**config.mk**
```make
export PLATFORM = sky130hd
export DESIGN_NAME = m_axil_master
export DESIGN_NICKNAME = d
export VERILOG_FILES = /design/src/rtl/m_axil_master.sv
export SDC_FILE = /design/constraint.sdc
export NUM_CORES = 1
export LEC_CHECK = 0
export CAP_MARGIN = 10
export CORE_ASPECT_RATIO = 1.25
export CORE_MARGIN = 1
export CORE_UTILIZATION = 30
export DETAILED_ROUTE_END_ITERATION = 12
export SKIP_LAST_GASP = 1
export SYNTH_ARGS = -nofsm -noshare
export SYNTH_HDL_FRONTEND = slang
export SYNTH_SLANG_ARGS = --single-unit
```
**constraint.sdc**
```tcl
create_clock -name ACLK -period 5.15 [get_ports ACLK]
set_clock_uncertainty 0.2 [all_clocks]
set_input_delay 1.545 -clock ACLK [delete_from_list [all_inputs] [get_ports ACLK]]
set_output_delay 1.545 -clock ACLK [all_outputs]
set_load 0.02 [all_outputs]
```
**src/rtl/m_axil_master.sv**
```systemverilog
// AXI4-Lite master: turns a single-outstanding command/response handshake
// into AXI-Lite write (AW+W, then B) and read (AR, then R) transactions.
// Every AXI and response output is driven directly from a register.
// Optional build macro: M_AXIL_ALIGN_CHECK_EN -- when defined, commands whose
// address is not word aligned are answered locally with SLVERR and no bus
// transaction is issued.
module m_axil_master #(
    parameter int M_AXI_ADDR_WIDTH = 6,
    parameter int M_AXI_DATA_WIDTH = 32
) (
    input  logic                          ACLK,
    input  logic                          ARESET,
    // local command / response side
    input  logic                          cmd_valid,
    output logic                          cmd_ready,
    input  logic                          cmd_write,
    input  logic [M_AXI_ADDR_WIDTH-1:0]   cmd_addr,
    input  logic [M_AXI_DATA_WIDTH-1:0]   cmd_wdata,
    input  logic [M_AXI_DATA_WIDTH/8-1:0] cmd_wstrb,
    output logic                          rsp_valid,
    input  logic                          rsp_ready,
    output logic                          rsp_write,
    output logic [M_AXI_DATA_WIDTH-1:0]   rsp_rdata,
    output logic [1:0]                    rsp_resp,
    // AXI-Lite write address / data / response channels
    output logic [M_AXI_ADDR_WIDTH-1:0]   AWADDR,
    output logic                          AWVALID,
    input  logic                          AWREADY,
    output logic [M_AXI_DATA_WIDTH-1:0]   WDATA,
    output logic [M_AXI_DATA_WIDTH/8-1:0] WSTRB,
    output logic                          WVALID,
    input  logic                          WREADY,
    input  logic [1:0]                    BRESP,
    input  logic                          BVALID,
    output logic                          BREADY,
    // AXI-Lite read address / data channels
    output logic [M_AXI_ADDR_WIDTH-1:0]   ARADDR,
    output logic                          ARVALID,
    input  logic                          ARREADY,
    input  logic [M_AXI_DATA_WIDTH-1:0]   RDATA,
    input  logic [1:0]                    RRESP,
    input  logic                          RVALID,
    output logic                          RREADY
);

    localparam int STRB_W = M_AXI_DATA_WIDTH / 8;

    typedef enum logic [2:0] {
        S_IDLE       = 3'd0,
        S_WADDR_DATA = 3'd1,
        S_WRESP      = 3'd2,
        S_RADDR      = 3'd3,
        S_RDATA      = 3'd4,
        S_RESP       = 3'd5
    } state_t;

    state_t                      state_reg, state_next;
    logic                        cmd_ready_reg, cmd_ready_next;
    logic [M_AXI_ADDR_WIDTH-1:0] awaddr_reg, awaddr_next;
    logic                        awvalid_reg, awvalid_next;
    logic [M_AXI_DATA_WIDTH-1:0] wdata_reg, wdata_next;
    logic [STRB_W-1:0]           wstrb_reg, wstrb_next;
    logic                        wvalid_reg, wvalid_next;
    logic                        aw_done_reg, aw_done_next;
    logic                        w_done_reg, w_done_next;
    logic                        bready_reg, bready_next;
    logic [M_AXI_ADDR_WIDTH-1:0] araddr_reg, araddr_next;
    logic                        arvalid_reg, arvalid_next;
    logic                        rready_reg, rready_next;
    logic                        rsp_valid_reg, rsp_valid_next;
    logic                        rsp_write_reg, rsp_write_next;
    logic [M_AXI_DATA_WIDTH-1:0] rsp_rdata_reg, rsp_rdata_next;
    logic [1:0]                  rsp_resp_reg, rsp_resp_next;

    // State and all output registers; reset abandons any bus transaction.
    always_ff @(posedge ACLK or posedge ARESET) begin
        if (ARESET) begin
            state_reg     <= S_IDLE;
            cmd_ready_reg <= 1'b0;
            awaddr_reg    <= '0;
            awvalid_reg   <= 1'b0;
            wdata_reg     <= '0;
            wstrb_reg     <= '0;
            wvalid_reg    <= 1'b0;
            aw_done_reg   <= 1'b0;
            w_done_reg    <= 1'b0;
            bready_reg    <= 1'b0;
            araddr_reg    <= '0;
            arvalid_reg   <= 1'b0;
            rready_reg    <= 1'b0;
            rsp_valid_reg <= 1'b0;
            rsp_write_reg <= 1'b0;
            rsp_rdata_reg <= '0;
            rsp_resp_reg  <= 2'b00;
        end else begin
            state_reg     <= state_next;
            cmd_ready_reg <= cmd_ready_next;
            awaddr_reg    <= awaddr_next;
            awvalid_reg   <= awvalid_next;
            wdata_reg     <= wdata_next;
            wstrb_reg     <= wstrb_next;
            wvalid_reg    <= wvalid_next;
            aw_done_reg   <= aw_done_next;
            w_done_reg    <= w_done_next;
            bready_reg    <= bready_next;
            araddr_reg    <= araddr_next;
            arvalid_reg   <= arvalid_next;
            rready_reg    <= rready_next;
            rsp_valid_reg <= rsp_valid_next;
            rsp_write_reg <= rsp_write_next;
            rsp_rdata_reg <= rsp_rdata_next;
            rsp_resp_reg  <= rsp_resp_next;
        end
    end

    // Next-state and next-output decode; registers hold unless a step changes them.
    always_comb begin
        state_next     = state_reg;
        cmd_ready_next = cmd_ready_reg;
        awaddr_next    = awaddr_reg;
        awvalid_next   = awvalid_reg;
        wdata_next     = wdata_reg;
        wstrb_next     = wstrb_reg;
        wvalid_next    = wvalid_reg;
        aw_done_next   = aw_done_reg;
        w_done_next    = w_done_reg;
        bready_next    = bready_reg;
        araddr_next    = araddr_reg;
        arvalid_next   = arvalid_reg;
        rready_next    = rready_reg;
        rsp_valid_next = rsp_valid_reg;
        rsp_write_next = rsp_write_reg;
        rsp_rdata_next = rsp_rdata_reg;
        rsp_resp_next  = rsp_resp_reg;

        case (state_reg)
            S_IDLE: begin
                // cmd_ready comes up one cycle after reset release
                cmd_ready_next = 1'b1;
                if (cmd_valid && cmd_ready_reg) begin
                    cmd_ready_next = 1'b0;
`ifdef M_AXIL_ALIGN_CHECK_EN
                    if (cmd_addr[1:0] != 2'b00) begin
                        // misaligned: answer locally with SLVERR, no bus access
                        rsp_valid_next = 1'b1;
                        rsp_write_next = cmd_write;
                        rsp_rdata_next = '0;
                        rsp_resp_next  = 2'b10;
                        state_next     = S_RESP;
                    end else
`endif
                    if (cmd_write) begin
                        awaddr_next  = cmd_addr;
                        wdata_next   = cmd_wdata;
                        wstrb_next   = cmd_wstrb;
                        awvalid_next = 1'b1;
                        wvalid_next  = 1'b1;
                        aw_done_next = 1'b0;
                        w_done_next  = 1'b0;
                        state_next   = S_WADDR_DATA;
                    end else begin
                        araddr_next  = cmd_addr;
                        arvalid_next = 1'b1;
                        state_next   = S_RADDR;
                    end
                end
            end
            S_WADDR_DATA: begin
                // AW and W retire independently, in any order
                if (awvalid_reg && AWREADY) begin
                    awvalid_next = 1'b0;
                    aw_done_next = 1'b1;
                end
                if (wvalid_reg && WREADY) begin
                    wvalid_next = 1'b0;
                    w_done_next = 1'b1;
                end
                if (aw_done_next && w_done_next) begin
                    bready_next = 1'b1;
                    state_next  = S_WRESP;
                end
            end
            S_WRESP: begin
                if (BVALID) begin
                    bready_next    = 1'b0;
                    rsp_valid_next = 1'b1;
                    rsp_write_next = 1'b1;
                    rsp_rdata_next = '0;
                    rsp_resp_next  = BRESP;
                    state_next     = S_RESP;
                end
            end
            S_RADDR: begin
                if (ARREADY) begin
                    arvalid_next = 1'b0;
                    rready_next  = 1'b1;
                    state_next   = S_RDATA;
                end
            end
            S_RDATA: begin
                if (RVALID) begin
                    rready_next    = 1'b0;
                    rsp_valid_next = 1'b1;
                    rsp_write_next = 1'b0;
                    rsp_rdata_next = RDATA;
                    rsp_resp_next  = RRESP;
                    state_next     = S_RESP;
                end
            end
            S_RESP: begin
                // response held stable; no new command until it is consumed
                if (rsp_ready) begin
                    rsp_valid_next = 1'b0;
                    cmd_ready_next = 1'b1;
                    state_next     = S_IDLE;
                end
            end
            default: begin
                state_next = S_IDLE;
            end
        endcase
    end

    assign cmd_ready = cmd_ready_reg;
    assign rsp_valid = rsp_valid_reg;
    assign rsp_write = rsp_write_reg;
    assign rsp_rdata = rsp_rdata_reg;
    assign rsp_resp  = rsp_resp_reg;
    assign AWADDR    = awaddr_reg;
    assign AWVALID   = awvalid_reg;
    assign WDATA     = wdata_reg;
    assign WSTRB     = wstrb_reg;
    assign WVALID    = wvalid_reg;
    assign BREADY    = bready_reg;
    assign ARADDR    = araddr_reg;
    assign ARVALID   = arvalid_reg;
    assign RREADY    = rready_reg;

endmodule

```
After elaboration in Yosys (flattened, before gate mapping)
Cells that the tools add are included.

Eq/ne operators: 15. Multiplexer cells: 46. Bitwise logic cells: 1. Reductions and logical operators: 24.

Operator list (count): 32-bit two-way mux (2); 32-bit one-hot mux with 2 select lines (1); 1-bit two-way mux (22); 2-bit inequality test (second input constant) (10); 3-bit two-way mux (6); 1-bit one-hot mux with 2 select lines (9); 3-bit one-hot mux with 6 select lines (1); 3-bit AND reduction (6); 4-bit AND reduction (4); 2-bit nonzero test (6); 3-bit by 2-bit == test with 1-bit output (second input constant) (2); 3-bit == test (second input constant) (2); 2-bit two-way mux (3); 6-bit AND reduction (1); 1-bit logical AND (4); 2-bit one-hot mux with 2 select lines (1); 3-bit by 1-bit == test with 1-bit output (second input constant) (1); 3-bit zero test (1); 1-bit one-hot mux with 3 select lines (1); 3-bit nonzero test (1); 2-bit AND reduction (1); 1-bit NOT (1).

Flip-flop bits (word level): 95. Bits of input ports: 88. Output and inout bits: 90. Word-level logic and storage cells: 103.

Longest topological paths before layout
Depth after elaboration: 6. Mapped depth: 6. Gate-level depth less buffers: 3.

Least setup slack after synthesis
OpenSTA, ideal clock, no wires.

Path type: in2reg. Start point: input BVALID. End point: register rsp_rdata_reg[10] (netlist: rsp_rdata[10]). Library setup time: 0.121 ns. Arrival: 2.347 ns. Required time: 4.829 ns. Slack: 2.482 ns. Cell stages on the path: 5. Path through: nand3b_1 > a21o_1 > buf_2 > clkbuf_1 > a22o_1.

Longest elaborated chain between the ends: 2.

RTL lines: start: declaration (line 34) `input logic BVALID,`; 2-bit inequality test (no line); 3-bit AND reduction (no line); end signal: assignment (line 111) `rsp_rdata_reg <= rsp_rdata_next;`; end: declaration (line 72) `logic [M_AXI_DATA_WIDTH-1:0] rsp_rdata_reg, rsp_rdata_next;`.

Every way passes these cells. A chain may end at the register's enable or synchronous reset.

Worst setup path in the final report
Start point: input cmd_valid. End point: register wstrb_reg[3] (netlist: WSTRB[3]).

Longest elaborated chain between the ends: 2.

RTL lines: start: declaration (line 14) `input logic cmd_valid,`; 1-bit logical AND (line 140) `if (cmd_valid && cmd_ready_reg) begin`; 3-bit AND reduction (no line); end signal: assignment (line 101) `wstrb_reg <= wstrb_next;`; end: declaration (line 62) `logic [STRB_W-1:0] wstrb_reg, wstrb_next;`.

Every way passes these cells.

==> impl_results.md <==
* WS Path Type: in2reg
* Commonest cells in the netlist: dfrtp_1 (95), mux2_1 (36), a22o_1 (32)
* H-tree levels at 3
* Critical Path Slowest Stage Cell: and3_2
* FP Rows at 45
* Clock buffer depth at 2
* Worst-Margin Slew at 1.055 ns
* Async set-reset flop share out of synthesis at 100.0%
* Total number of vias at 2727
* ANT cells at 0
* Setup TNS at 0 ns
* Synthesized Nets at 338
* Post-route ant nets at 0
* Post-synth EDFFs at 0
* CTS tree: yes
* Tcrit/Tclk final at 66.38%
* CORE AREA at 0.01211 mm^2
* Synthesis-stage register bit count at 95
* Starting Density at 30.67%
* Yosys top cell area share at 64.04%
* Count leader, synth: dfrtp_1
* Slowest stage delay, CP at 0.92 ns
* Crit path launch type: input pin
* Most frequently used flop master after synthesis: dfrtp_1
* Total wire length at 8988 um
* Die Height at 126.4 um
* Max-cap violation count at 0
* Synth Warn # at 0
* Worst path depth at 3
* Sw Ratio at 34.33%
* RSZ-0062 raised after global routing: no
* CTS buffer count at 9
* Overall die width at 101.5 um
* Syn Area/Cell at 14.85 um^2
* Post-layout min period at 3.419 ns
* Clk slew on worst S/H paths at 0.06 ns
* Fmax at 0.2925 GHz
* Gate Count Post-Synth at 250
* Clk pwr share at 19.2%
* Slew Limit Fails at 0
* First-pass GRT wire length at 14390 um
* Worst setup EP type: flop
* GP Congestion at 0.7459
* Hold-fix buffers, CTS at 0
* Post-Syn Area at 0.003712 mm^2
* Number of global-route vias before repair at 2828
* Reg2Reg Depth at 3
* Seq/Total Area, Yosys at 64.04%
* DR WL/cell at 15.13 um
* Die area at 0.01283 mm^2
* CP delay by family, top: simple AND/OR/NAND/NOR gates
* Top Ports at 178
* P_int at 2.530 mW
* Drt initial violations at 40
* Clock Sinks at 95
* CP required at 5.17 ns
* Final nets at 513
* Hold Fails Final Rpt at 0
* Worst Path Max Fanout at 46
* Power share of the sequential group at 34.9%
* Pin count of the biggest net entering global routing at 56
* HP Class: reg2reg
* Cell variety after synth at 31
* Fin area at 0.005964 mm^2
* Pwr Density at 645.9 mW/mm^2
* Fraction of layout instances using a drive strength above 1 at 9.535%
* Port Buffers at 177
* Main area contributors after synthesis: dfrtp_1 (64%), mux2_1 (11%), a22o_1 (7.5%)
* Crit path DAT at 3.44 ns
* Placed Area at 0.005622 mm^2
* Fill cell instance count of the final layout at 1073
* DP HPWL at 6521 um
* GR Overflow Total at 0
* Setup Viol. Count Final at 0
* Clk_lat worst skew at 0.33 ns
* Area Overhead vs Synth at 60.67%
* Hold Crit Depth at 1
* First-pass DRT Iterations at 4
* Net Sw Power at 1.322 mW
* Vias per cell at 4.591
* Synth area leader: dfrtp_1
* Status: completed
* Post CTS Setup Buffer Count at 0
* Gr usage total at 14.56%
* VDD IR max at 258.2 uV
* CP bufs+invs at 1
* Logic pwr share at 45.9%
* Worst-path cell chain: clkdlybuf4s50_1 -> and3_2 -> mux2_2
* Headroom to the max-slew limit at 29.68%
* Root Driver: clkbuf_16
* Post_cts resized at 0
* Post-route DRC violation count at 0
* Leakage at 2.508 nW
* Initial antenna violation count at 0
==> area by class of cell <==
class,instances,area (um^2),share of cell area (%)
multi-input cells,134,1220,20.45
flip-flops and latches,95,2377,39.86
clock buffers,12,266.5,4.468
repair buffers,181,1802,30.21
clock inverters,4,76.32,1.280
inverters,4,17.52,0.2937
well taps,164,205.2,3.440
==> path summary, 6_finish.rpt <==
| check | start | endpoint | slack, ns |
|---|---|---|---|
| min in group asynchronous | ARESET | rsp_rdata[20] | 1.47 |
| worst max register to register | state_reg[2] | WSTRB[3] | 2.43 |
| worst min-delay path | WDATA[6] | WDATA[6] | 0.28 |
| max in group asynchronous | ARESET | WDATA[6] | 2.50 |
| worst max-delay path | cmd_valid | WSTRB[3] | 1.73 |
| worst min register to register | WDATA[6] | WDATA[6] | 0.28 |
==> stage by stage <==
| step | power (mW) | hold slack [ns] | utilization [%] | setup slack, ns | cells |
|---|---|---|---|---|---|
| after floorplan | 2.246 | 0.2633 | - | 0.9280 | 250 |
| after detailed placement | 3.148 | 0.2741 | 46.44 | 1.352 | 578 |
| after CTS | 3.908 | 0.2884 | 49.27 | 1.714 | 594 |
| final | 3.852 | 0.2835 | 49.27 | 1.731 | 594 |
| after global placement | 3.118 | 0.2663 | 46.44 | 1.407 | 578 |
| after global routing | 4.079 | 0.2920 | 49.27 | 1.646 | 594 |
==> worst register-to-register path, stage by stage (launching register included) <==
cell and delay [ns]:
dfrtp_1 0.60, nor4b_4 0.43, and3_2 0.95, mux2_2 0.43
==> power groups by stage <==
stage | Combinational (mW) | Sequential (mW) | Clock, mW
3_5_place_dp | 1.79 | 1.36 | 0
5_1_grt | 1.88 | 1.40 | 0.797
2_1_floorplan | 0.508 | 1.74 | 0
6_report | 1.77 | 1.35 | 0.738
3_3_place_gp | 1.77 | 1.35 | 0
4_1_cts | 1.79 | 1.35 | 0.763
==> placed cells by master, fill, tap and decap left out, drive strengths merged, types with 2 or more instances in the layout <==
cell	count
clkdlybuf4s50	177
dfrtp	95
mux2	52
a22o	32
clkbuf	12
nand3b	6
o21ai	5
nand2	4
a21oi	4
a31oi	4
buf	4
nor3b	4
inv	4
nand2b	3
nor2	3
a21o	3
a2bb2oi	2
bufinv	2
==> kinds of logic after synthesis <==
kind of cell	after synthesis	synth area share [%]
and+or+nand+nor	25	4.685
AOI/OAI and AO/OA	56	11.93
buffers and inverters	21	3.303
DFF	95	64.04
muxes	53	16.04
==> layer usage <==
| metal | wire length [um] | up-vias | global-route usage [%] |
|---|---|---|---|
| li1 | - | 1268 | - |
| met1 | 3830 | 1341 | 18.21 |
| met2 | 4437 | 112 | 23.77 |
| met3 | 649 | 6 | 4.022 |
| met4 | 71 | 0 | 5.627 |
| met5 | 0 | - | 0 |
(Power assumes the default switching activity.)
